File: src/rtl/vec3_length_seq_pkg.sv
// Shared types and constants for the sequential vec3 length unit.
package vec3_length_seq_pkg;

  localparam int unsigned DATA_WIDTH = 32;
  localparam int unsigned FRAC_BITS  = 16;
  localparam int unsigned ACC_WIDTH  = 2 * DATA_WIDTH;
  localparam int unsigned ROOT_WIDTH = DATA_WIDTH + 1;
  localparam int unsigned SQRT_ITERS = ACC_WIDTH / 2;
  localparam int unsigned CNT_WIDTH  = $clog2(SQRT_ITERS);

  // Largest representable positive Q16.16 value, used when the root saturates.
  localparam logic [DATA_WIDTH-1:0] LEN_MAX = {1'b0, {(DATA_WIDTH-1){1'b1}}};

  typedef logic [DATA_WIDTH-1:0] fp_t;

  // x occupies the least-significant component slot.
  typedef struct packed {
    fp_t z;
    fp_t y;
    fp_t x;
  } vec3_t;

  typedef enum logic [2:0] {
    ST_IDLE,
    ST_SQ_X,
    ST_SQ_Y,
    ST_SQ_Z,
    ST_SQRT,
    ST_DONE
  } len_state_t;

  // Map the guarded root onto {ovf, len}, saturating anything at or above 2^31.
  function automatic logic [DATA_WIDTH:0] sat_len(input logic [ROOT_WIDTH-1:0] root);
    if (root[ROOT_WIDTH-1] || root[ROOT_WIDTH-2]) begin
      return {1'b1, LEN_MAX};
    end
    return {1'b0, root[DATA_WIDTH-1:0]};
  endfunction

endpackage

File: src/rtl/vec3_length_seq_isqrt64_serial.sv
// Bit-serial restoring square root: 64-bit radicand, two bits per cycle, floor root.
module isqrt64_serial
  import vec3_length_seq_pkg::*;
(
  input  logic                  clk,
  input  logic                  rst_n,
  input  logic                  start,
  input  logic [ACC_WIDTH-1:0]  radicand,
  output logic                  busy,
  output logic                  done,
  output logic [ROOT_WIDTH-1:0] root
);

  localparam int unsigned REM_WIDTH = DATA_WIDTH + 1;
  localparam int unsigned TRY_WIDTH = REM_WIDTH + 2;

  logic [ACC_WIDTH-1:0]  rad_q;
  logic [REM_WIDTH-1:0]  rem_q;
  logic [ROOT_WIDTH-1:0] root_q;
  logic [CNT_WIDTH-1:0]  cnt_q;

  logic [TRY_WIDTH-1:0]  rem_sh_c;
  logic [TRY_WIDTH-1:0]  trial_c;
  logic [TRY_WIDTH-1:0]  rem_nx_c;
  logic                  ge_c;

  // One restoring step: bring down two radicand bits and try subtracting 4*root+1.
  always_comb begin
    rem_sh_c = {rem_q, rad_q[ACC_WIDTH-1 -: 2]};
    trial_c  = {1'b0, root_q[DATA_WIDTH-1:0], 2'b01};
    ge_c     = (rem_sh_c >= trial_c);
    rem_nx_c = ge_c ? (rem_sh_c - trial_c) : rem_sh_c;
  end

  // Iteration state; done pulses for one cycle after the final step.
  always_ff @(posedge clk or negedge rst_n) begin
    if (!rst_n) begin
      rad_q  <= '0;
      rem_q  <= '0;
      root_q <= '0;
      cnt_q  <= '0;
      busy   <= 1'b0;
      done   <= 1'b0;
    end else if (start && !busy) begin
      rad_q  <= radicand;
      rem_q  <= '0;
      root_q <= '0;
      cnt_q  <= CNT_WIDTH'(SQRT_ITERS - 1);
      busy   <= 1'b1;
      done   <= 1'b0;
    end else if (busy) begin
      rad_q  <= {rad_q[ACC_WIDTH-3:0], 2'b00};
      rem_q  <= REM_WIDTH'(rem_nx_c);
      root_q <= {root_q[DATA_WIDTH-1:0], ge_c};
      if (cnt_q == '0) begin
        busy <= 1'b0;
        done <= 1'b1;
      end else begin
        cnt_q <= cnt_q - 1'b1;
      end
    end else begin
      done <= 1'b0;
    end
  end

  assign root = root_q;

endmodule

File: src/rtl/vec3_length_seq.sv
// Sequential Euclidean length of a signed Q16.16 vec3 with one shared squarer.
module vec3_length_seq
  import vec3_length_seq_pkg::*;
#(
  parameter int unsigned TAG_WIDTH = 8
) (
  input  logic                    clk,
  input  logic                    rst_n,
  input  logic                    in_valid,
  output logic                    in_ready,
  input  logic [3*DATA_WIDTH-1:0] in_vec,
  input  logic [TAG_WIDTH-1:0]    in_tag,
  output logic                    out_valid,
  input  logic                    out_ready,
  output logic [DATA_WIDTH-1:0]   out_len,
  output logic                    out_ovf,
  output logic [TAG_WIDTH-1:0]    out_tag
);

  len_state_t            state;
  vec3_t                 vec_q;
  logic [TAG_WIDTH-1:0]  tag_q;
  logic [ACC_WIDTH-1:0]  acc_q;

  fp_t                   comp_c;
  logic [ACC_WIDTH-1:0]  comp_ext_c;
  logic [ACC_WIDTH-1:0]  sq_c;
  logic [ACC_WIDTH-1:0]  sum_c;
  logic                  sq_start_c;

  logic                  sq_busy;
  logic                  sq_done;
  logic [ROOT_WIDTH-1:0] sq_root;
  logic [DATA_WIDTH:0]   sat_c;

  // Shared squarer: the sign-extended low 64 product bits equal the exact square.
  always_comb begin
    comp_c = vec_q.z;
    case (state)
      ST_SQ_X: comp_c = vec_q.x;
      ST_SQ_Y: comp_c = vec_q.y;
      default: comp_c = vec_q.z;
    endcase
    comp_ext_c = {{DATA_WIDTH{comp_c[DATA_WIDTH-1]}}, comp_c};
    sq_c       = comp_ext_c * comp_ext_c;
    sum_c      = acc_q + sq_c;
    sq_start_c = (state == ST_SQ_Z) && !sq_busy;
    sat_c      = sat_len(sq_root);
  end

  // The root engine takes the complete sum directly while z^2 is being added.
  isqrt64_serial u_isqrt (
    .clk      (clk),
    .rst_n    (rst_n),
    .start    (sq_start_c),
    .radicand (sum_c),
    .busy     (sq_busy),
    .done     (sq_done),
    .root     (sq_root)
  );

  // Control FSM with registered handshake and result outputs.
  always_ff @(posedge clk or negedge rst_n) begin
    if (!rst_n) begin
      state     <= ST_IDLE;
      in_ready  <= 1'b1;
      out_valid <= 1'b0;
      out_len   <= '0;
      out_ovf   <= 1'b0;
      out_tag   <= '0;
      vec_q     <= '0;
      tag_q     <= '0;
      acc_q     <= '0;
    end else begin
      case (state)
        ST_IDLE: begin
          if (in_valid) begin
            vec_q    <= vec3_t'(in_vec);
            tag_q    <= in_tag;
            acc_q    <= '0;
            in_ready <= 1'b0;
            state    <= ST_SQ_X;
          end
        end
        ST_SQ_X: begin
          acc_q <= sum_c;
          state <= ST_SQ_Y;
        end
        ST_SQ_Y: begin
          acc_q <= sum_c;
          state <= ST_SQ_Z;
        end
        ST_SQ_Z: begin
          acc_q <= sum_c;
          state <= ST_SQRT;
        end
        ST_SQRT: begin
          if (sq_done) begin
            out_ovf   <= sat_c[DATA_WIDTH];
            out_len   <= sat_c[DATA_WIDTH-1:0];
            out_tag   <= tag_q;
            out_valid <= 1'b1;
            state     <= ST_DONE;
          end
        end
        ST_DONE: begin
          if (out_ready) begin
            out_valid <= 1'b0;
            in_ready  <= 1'b1;
            state     <= ST_IDLE;
          end
        end
        default: begin
          out_valid <= 1'b0;
          in_ready  <= 1'b1;
          state     <= ST_IDLE;
        end
      endcase
    end
  end

endmodule

File: config.mk
export PLATFORM = sky130hd
export DESIGN_NAME = vec3_length_seq
export DESIGN_NICKNAME = d
export VERILOG_FILES = /design/src/rtl/vec3_length_seq_pkg.sv /design/src/rtl/vec3_length_seq_isqrt64_serial.sv /design/src/rtl/vec3_length_seq.sv
export SDC_FILE = /design/constraint.sdc
export NUM_CORES = 2
export LEC_CHECK = 0
export ABC_CLOCK_PERIOD_IN_PS = 19980
export BUFFER_PORTS_ARGS = -buffer_cell sky130_fd_sc_hd__buf_2
export CORE_MARGIN = 2
export CORE_UTILIZATION = 60
export CTS_BUF_LIST = sky130_fd_sc_hd__clkbuf_16
export DETAILED_ROUTE_END_ITERATION = 12
export HOLD_SLACK_MARGIN = 0.06
export PLACE_DENSITY = 0.89
export SLEW_MARGIN = 20
export SYNTH_ARGS = -nofsm -noshare
export SYNTH_HDL_FRONTEND = slang
export SYNTH_SLANG_ARGS = --single-unit
File: constraint.sdc
create_clock -name clk -period 19.98 [get_ports clk]
set_clock_uncertainty 0.05 [all_clocks]
set_input_delay 1.998 -clock clk [delete_from_list [all_inputs] [get_ports clk]]
set_output_delay 1.998 -clock clk [all_outputs]
set_load 0.03 [all_outputs]
* Word level (Yosys, flattened, before mapping) *
Index checks and enable logic that the tools add are counted.

cells by class
  shift operators = 0
  divide/modulo/power cells = 0
  $mul = 1
  muxes and demuxes = 32
  add/subtract/negate cells = 3
  reductions and logical operators = 18
  magnitude comparators = 1
  equal/unequal tests = 10
  bitwise logic cells = 2

operator list
  kind                   number
  $mux W33               7
  $mux W64               3
  $pmux W64 S2           1
  $add A64 B64 Y64       1
  $mul A32 B32 Y64       1
  $pmux W32 S2           1
  $ge A35 B34 Y1         1
  $sub A33 B33 Y33       1
  $pmux W3 S6            1
  $mux W5                3
  $mux W1                11
  $mux W3                3
  $reduce_and A3 Y1      3
  $reduce_and A2 Y1      4
  $reduce_or A4 Y1       2
  $eq A3 B2 Y1 const B   2
  $eq A3 B3 Y1 const B   2
  $pmux W1 S3            2
  $logic_not A5 Y1       1
  $sub A5 B1 Y5 const B  1
  $ne A2 B1 Y1 const B   2
  $ne A2 B2 Y1 const B   2
  $reduce_bool A2 Y1     2
  $eq A3 B1 Y1 const B   1
  7 further kinds        9

word-level totals
  output and inout port bits = 43
  register bits = 351
  memory bits (writable) = 0
  memory bits (read-only) = 0
  memories = 0
  latch bits = 0

* Depth between registers and ports, before layout *
  depth in word-level cells = 5
  mapped depth = 39
  depth with buffers taken out = 34

* Hierarchy *
From an unflattened synthesis, not the netlist that was laid out.

second synthesis, totals
  cell total of the unflattened synthesis = 5525
  area, all modules = 52734.3 µm²

modules (own cells, without submodules)
  module           area an instance (µm²)  cells an instance  instances  seq. area each (µm²)
  vec3_length_seq  44650.3                 4641               1          5356.4
  isqrt64_serial   8084.0                  884                1          3428.3

* Worst setup path before layout *
No wires, ideal clock.

  path kind = flip-flop to flip-flop
  start = reg state[2]
  end = reg acc_q[63]
  stages on the path, launching flop included = 32
  period minus slack after synthesis = 9.405 ns
  path slack = 10.575 ns
  data required time = 19.809 ns
  arrival time = 9.234 ns
  cell sequence = dfrtp_1 -> buf_2 -> buf_1 -> nor2_1 -> a21oi_1 -> o22ai_1 -> a21oi_1 -> nand2_1 -> fa_1 -> fa_1 -> inv_1 -> fa_1 -> inv_1 -> fa_1 -> inv_1 -> fa_1 -> fa_1 -> fa_1 -> inv_1 -> fa_1 -> inv_1 -> ha_1 -> a21o_1 -> o21bai_1 -> a2111oi_2 -> o31ai_1 -> o31ai_2 -> a21oi_2 -> a31o_1 -> a21oi_2 -> xnor2_1 -> a22o_1

between the ends
  word-level cells in the longest chain between the ends = 5
  elaborated cells between the ends (all ways) = 12
  classes of those cells = 1 x add/sub; 1 x mul; 4 x eq/ne; 2 x mux; 4 x reduce/logical

RTL lines
  element                                       line                                          RTL
  start: declaration                            vec3_length_seq.sv:20                         len_state_t state;
  start signal: assignment                      vec3_length_seq.sv:65                         state <= ST_IDLE;
  start signal: assignment                      vec3_length_seq.sv:82                         state <= ST_SQ_X;
  start signal: assignment                      vec3_length_seq.sv:87                         state <= ST_SQ_Y;
  $eq A3 B2 Y1 or $eq A3 B1 Y1 (tied branches)  vec3_length_seq.sv:39, vec3_length_seq.sv:75
  $pmux W32 S2                                  vec3_length_seq.sv:39                         case (state)
  $mul A32 B32 Y64                              vec3_length_seq.sv:45                         sq_c = comp_ext_c * comp_ext_c;
  $add A64 B64 Y64                              vec3_length_seq.sv:46                         sum_c = acc_q + sq_c;
  $pmux W64 S2                                  vec3_length_seq.sv:75                         case (state)
  end signal: assignment                        vec3_length_seq.sv:86                         acc_q <= sum_c;
  end signal: assignment                        vec3_length_seq.sv:90                         acc_q <= sum_c;
  end signal: assignment                        vec3_length_seq.sv:94                         acc_q <= sum_c;
  end: declaration                              vec3_length_seq.sv:23                         logic [ACC_WIDTH-1:0] acc_q;

Several ways; a longest one is shown, not always the timed one.
A chain may end at the register's enable or synchronous reset.

* Final worst setup path *
  start = reg state[1]
  end = reg u_isqrt.rad_q[62]

between the ends
  word-level cells in the longest chain between the ends = 5
  elaborated cells between the ends (all ways) = 10
  classes of those cells = 1 x add/sub; 1 x mul; 3 x eq/ne; 2 x mux; 3 x reduce/logical

RTL lines
  element                                       line                                  RTL
  $eq A3 B2 Y1 or $eq A3 B1 Y1 (tied branches)  vec3_length_seq.sv:39
  $pmux W32 S2                                  vec3_length_seq.sv:39
  $mul A32 B32 Y64                              vec3_length_seq.sv:45
  $add A64 B64 Y64                              vec3_length_seq.sv:46
  $mux W64                                      vec3_length_seq_isqrt64_serial.sv:44  end else if (start && !busy) begin
  end signal: assignment                        vec3_length_seq_isqrt64_serial.sv:45  rad_q <= radicand;
  end signal: assignment                        vec3_length_seq_isqrt64_serial.sv:52  rad_q <= {rad_q[ACC_WIDTH-3:0], 2'b00};
  end: declaration                              vec3_length_seq_isqrt64_serial.sv:17  logic [ACC_WIDTH-1:0] rad_q;

Several ways; a longest one is shown, not always the timed one.

==> flow_summary.rst <==
.. list-table::
   :header-rows: 1

   * - Metric
     - Value
   * - Worst path most repeated cell
     - sky130_fd_sc_hd__fa_1
   * - Detailed-route wire length
     - 151,000 um
   * - F_max
     - 88.4 MHz
   * - First DRT Iteration DRCs
     - 3,635
   * - Clock sink total
     - 351
   * - Clock transition at path regs
     - 0.07 ns
   * - First-pass GRT wire length
     - 242,000 um
   * - Number of enable-type register cells in the synthesized netlist
     - 0
   * - Die area
     - 91,300 um2
   * - Max-capacitance violation count
     - 0
   * - Area delta synth->final
     - 5.79%
   * - Slowest cell on crit path
     - sky130_fd_sc_hd__buf_4
   * - Routability Congestion
     - 1.02
   * - Endpoint kind of the worst setup timing path
     - flop
   * - Setup TNS Final
     - 0 ns
   * - Startpoint types
     - flop
   * - Mapped cell area
     - 53,300 um2
   * - Cell at the root of the clock tree
     - sky130_fd_sc_hd__clkbuf_16
   * - Post-Route Utilization
     - 64.0%
   * - Number of rows in the core area
     - 109
   * - Count of input and output buffers
     - 150
   * - Post-DR vias/cell
     - 5.94
   * - Slew headroom
     - 18.5%
   * - Synth Flop Type
     - sky130_fd_sc_hd__dfrtp_1
   * - Cell type with the largest total area after synthesis
     - sky130_fd_sc_hd__fa_1
   * - Die Y-Extent
     - 302 um
   * - Setup Fix Bufs, Post-CTS
     - 0
   * - Final Max Slew Viols
     - 0
   * - Final Cycle Share
     - 56.6%
   * - Seq/Total Area, Yosys
     - 16.5%
   * - Largest stage delay on the critical path
     - 0.78 ns
   * - Placeable Area
     - 88,200 um2
   * - Number of gates resized after CTS
     - 0
   * - Post-placement worst setup slack
     - 9.10 ns
   * - Initial antenna violation count
     - 17
   * - Warning count from the yosys run
     - 0
   * - Deepest level of the CTS H-tree
     - 2
   * - Number of global-route vias before repair
     - 45,047
   * - Fraction of layout cells with a size suffix above 1
     - 7.87%
   * - Most numerous cell in the Yosys netlist
     - sky130_fd_sc_hd__inv_1
   * - Req. time, crit path
     - 20.33 ns
   * - Total of flip-flops plus latches after synthesis
     - 351
   * - Horizontal die dimension
     - 302 um
   * - Cell total after placement
     - 6,704
   * - Latest clock arrival within the worst-skew pair
     - 0.56 ns
   * - Overall track demand over capacity in global routing
     - 34.7%
   * - Synthesized netlist cell count
     - 5,547
   * - Run status
     - finished clean
   * - Number of nets in the synthesized netlist
     - 7,057
   * - Count of final setup violators
     - 0
   * - Fraction of registers with async set or reset after synthesis
     - 100%
   * - DRC
     - 0
   * - Non-filler cells, final
     - 6,784
   * - Measured slew at the worst slew-check pin
     - 1.21 ns
   * - Period minus WS final
     - 11.32 ns
   * - Detailed-routing iteration count for the pre-antenna-repair pass
     - 6
   * - Final Worst Setup Slack
     - 8.66 ns
   * - Critical Setup Path Class
     - reg -> reg
   * - Estimated wirelength of the detail-placed design
     - 116,000 um
   * - Routed length per instance
     - 22.2 um
   * - Initial core utilization
     - 60.5%
   * - Mean cell area of the mapped netlist
     - 9.62 um2
   * - Num CTS Buffers
     - 34
   * - Highest net fanout along the worst path
     - 99
   * - Most instantiated cells after synthesis
     - sky130_fd_sc_hd__inv_1 (1,431), sky130_fd_sc_hd__fa_1 (1,128), sky130_fd_sc_hd__nand2_1 (524)
   * - Top cells by area in the synthesized netlist
     - sky130_fd_sc_hd__fa_1 (42%), sky130_fd_sc_hd__dfrtp_1 (16%), sky130_fd_sc_hd__inv_1 (10%)
   * - Number of library cell types mapped by synthesis
     - 80
   * - Endpoints failing hold
     - 0
   * - Largest net degree at the start of global routing
     - 152
   * - Remaining global-route overflow
     - 0
   * - Total number of nets in the final design
     - 7,085
   * - Number of top-level pins
     - 151
   * - Setup repair after global routing missed its margin
     - no
   * - Type of the most critical hold path
     - reg -> reg
   * - Number of hold buffers added after CTS
     - 0
   * - Arrival time worst endpoint
     - 11.67 ns
   * - Routed via count
     - 40,297
   * - Share of Yosys cell area claimed by the top area cell type
     - 42.3%
   * - TritonCTS clock tree
     - built
   * - Buffers from clock root to sink, at most
     - 3
   * - Number of routed nets with antenna violations
     - 0
## state kept, by name, indices dropped and copies added, names as in the netlist, 8 cells and up
name           count
vec_q             96
acc_q             64
u_isqrt.rad_q     64
u_isqrt.rem_q     33
u_isqrt.root      33
out_len           32
out_tag            8
tag_q              8
## metal layers
metal	up-vias	global-route usage, %	wire [um]
li1	16825	-	-
met1	20171	40.3	50000
met2	2435	55.8	71700
met3	860	9.80	16000
met4	6	23.9	13000
met5	-	0.466	97
## area by class of cell
class | instances | area, um2
Tap cell | 1165 | 1460
Antenna cell | 18 | 45.0
Inverter | 1442 | 5410
Clock buffer | 34 | 851
Multi-Input combinational cell | 3527 | 38400
Timing Repair Buffer | 219 | 1290
Clock inverter | 28 | 223
Fill cell | 6424 | 31800
Sequential cell | 351 | 8790
## kinds of logic (layout without fill, tap and decap cells)
kind of cell / count (synthesis) / in the layout / synth area share (%)
AOI/OAI and AO/OA: 739 / 739 / 9.20
adders and majority gates: 1402 / 1402 / 48.8
and+or+nand+nor: 1097 / 1097 / 8.36
muxes: 162 / 162 / 3.30
other: 0 / 18 / 0
xor gates and xnor gates: 127 / 127 / 2.08
DFF: 351 / 351 / 16.5
buffers and inverters: 1669 / 1723 / 11.8
## cells in the final DEF, fill, tap and decap left out, types with 80 or more instances in the layout
cell type | netlist | final
sky130_fd_sc_hd__buf_2 | 19 | 149
sky130_fd_sc_hd__mux2_2 | 112 | 112
sky130_fd_sc_hd__xnor2_1 | 80 | 80
sky130_fd_sc_hd__ha_1 | 274 | 274
sky130_fd_sc_hd__dfrtp_1 | 350 | 346
sky130_fd_sc_hd__inv_1 | 1431 | 1438
sky130_fd_sc_hd__o21ai_0 | 102 | 102
sky130_fd_sc_hd__nand2_1 | 524 | 522
sky130_fd_sc_hd__a21oi_1 | 210 | 195
sky130_fd_sc_hd__fa_1 | 1128 | 1128
sky130_fd_sc_hd__a21o_1 | 102 | 102
sky130_fd_sc_hd__nor2_1 | 427 | 424
## path summary, 6_finish.rpt
path,startpoint,end,slack [ns],cells past startpoint
max,state[1]$_DFFE_PN0P_,u_isqrt.rad_q[62]$_DFFE_PN0P_,8.66,32
min,out_ovf$_DFFE_PN0P_,out_ovf$_DFFE_PN0P_,0.44,1
max reg2reg,state[1]$_DFFE_PN0P_,u_isqrt.rad_q[62]$_DFFE_PN0P_,8.66,32
min reg2reg,out_ovf$_DFFE_PN0P_,out_ovf$_DFFE_PN0P_,0.44,1
max in group asynchronous,rst_n,acc_q[14]$_DFFE_PN0P_,15.94,3
min in group asynchronous,rst_n,out_len[13]$_DFFE_PN0P_,1.50,1
## critical path: cells and delay by family, from the launching register on
kind                     cells  cell delay, ns
flip-flops                   1            0.67
AND/OR/NAND/NOR              5            1.15
buffers and inverters       10            2.95
multiplexers                 1            0.23
AO/OA/AOI/OAI                7            1.59
adder cells (fa/ha/maj)      9            4.37
## through the flow
stage | area (um2) | hold WS [ns]
6_report | 56400 | 0.436
5_1_grt | 56400 | 0.462
4_1_cts | 56400 | 0.438
3_5_place_dp | 55300 | 0.423
3_3_place_gp | 55300 | 0.412
2_1_floorplan | 53300 | 0.396
Power is left out: the tool's default activity adds up to more than one toggle a clock period on the data nets, which glitch-free logic cannot reach.
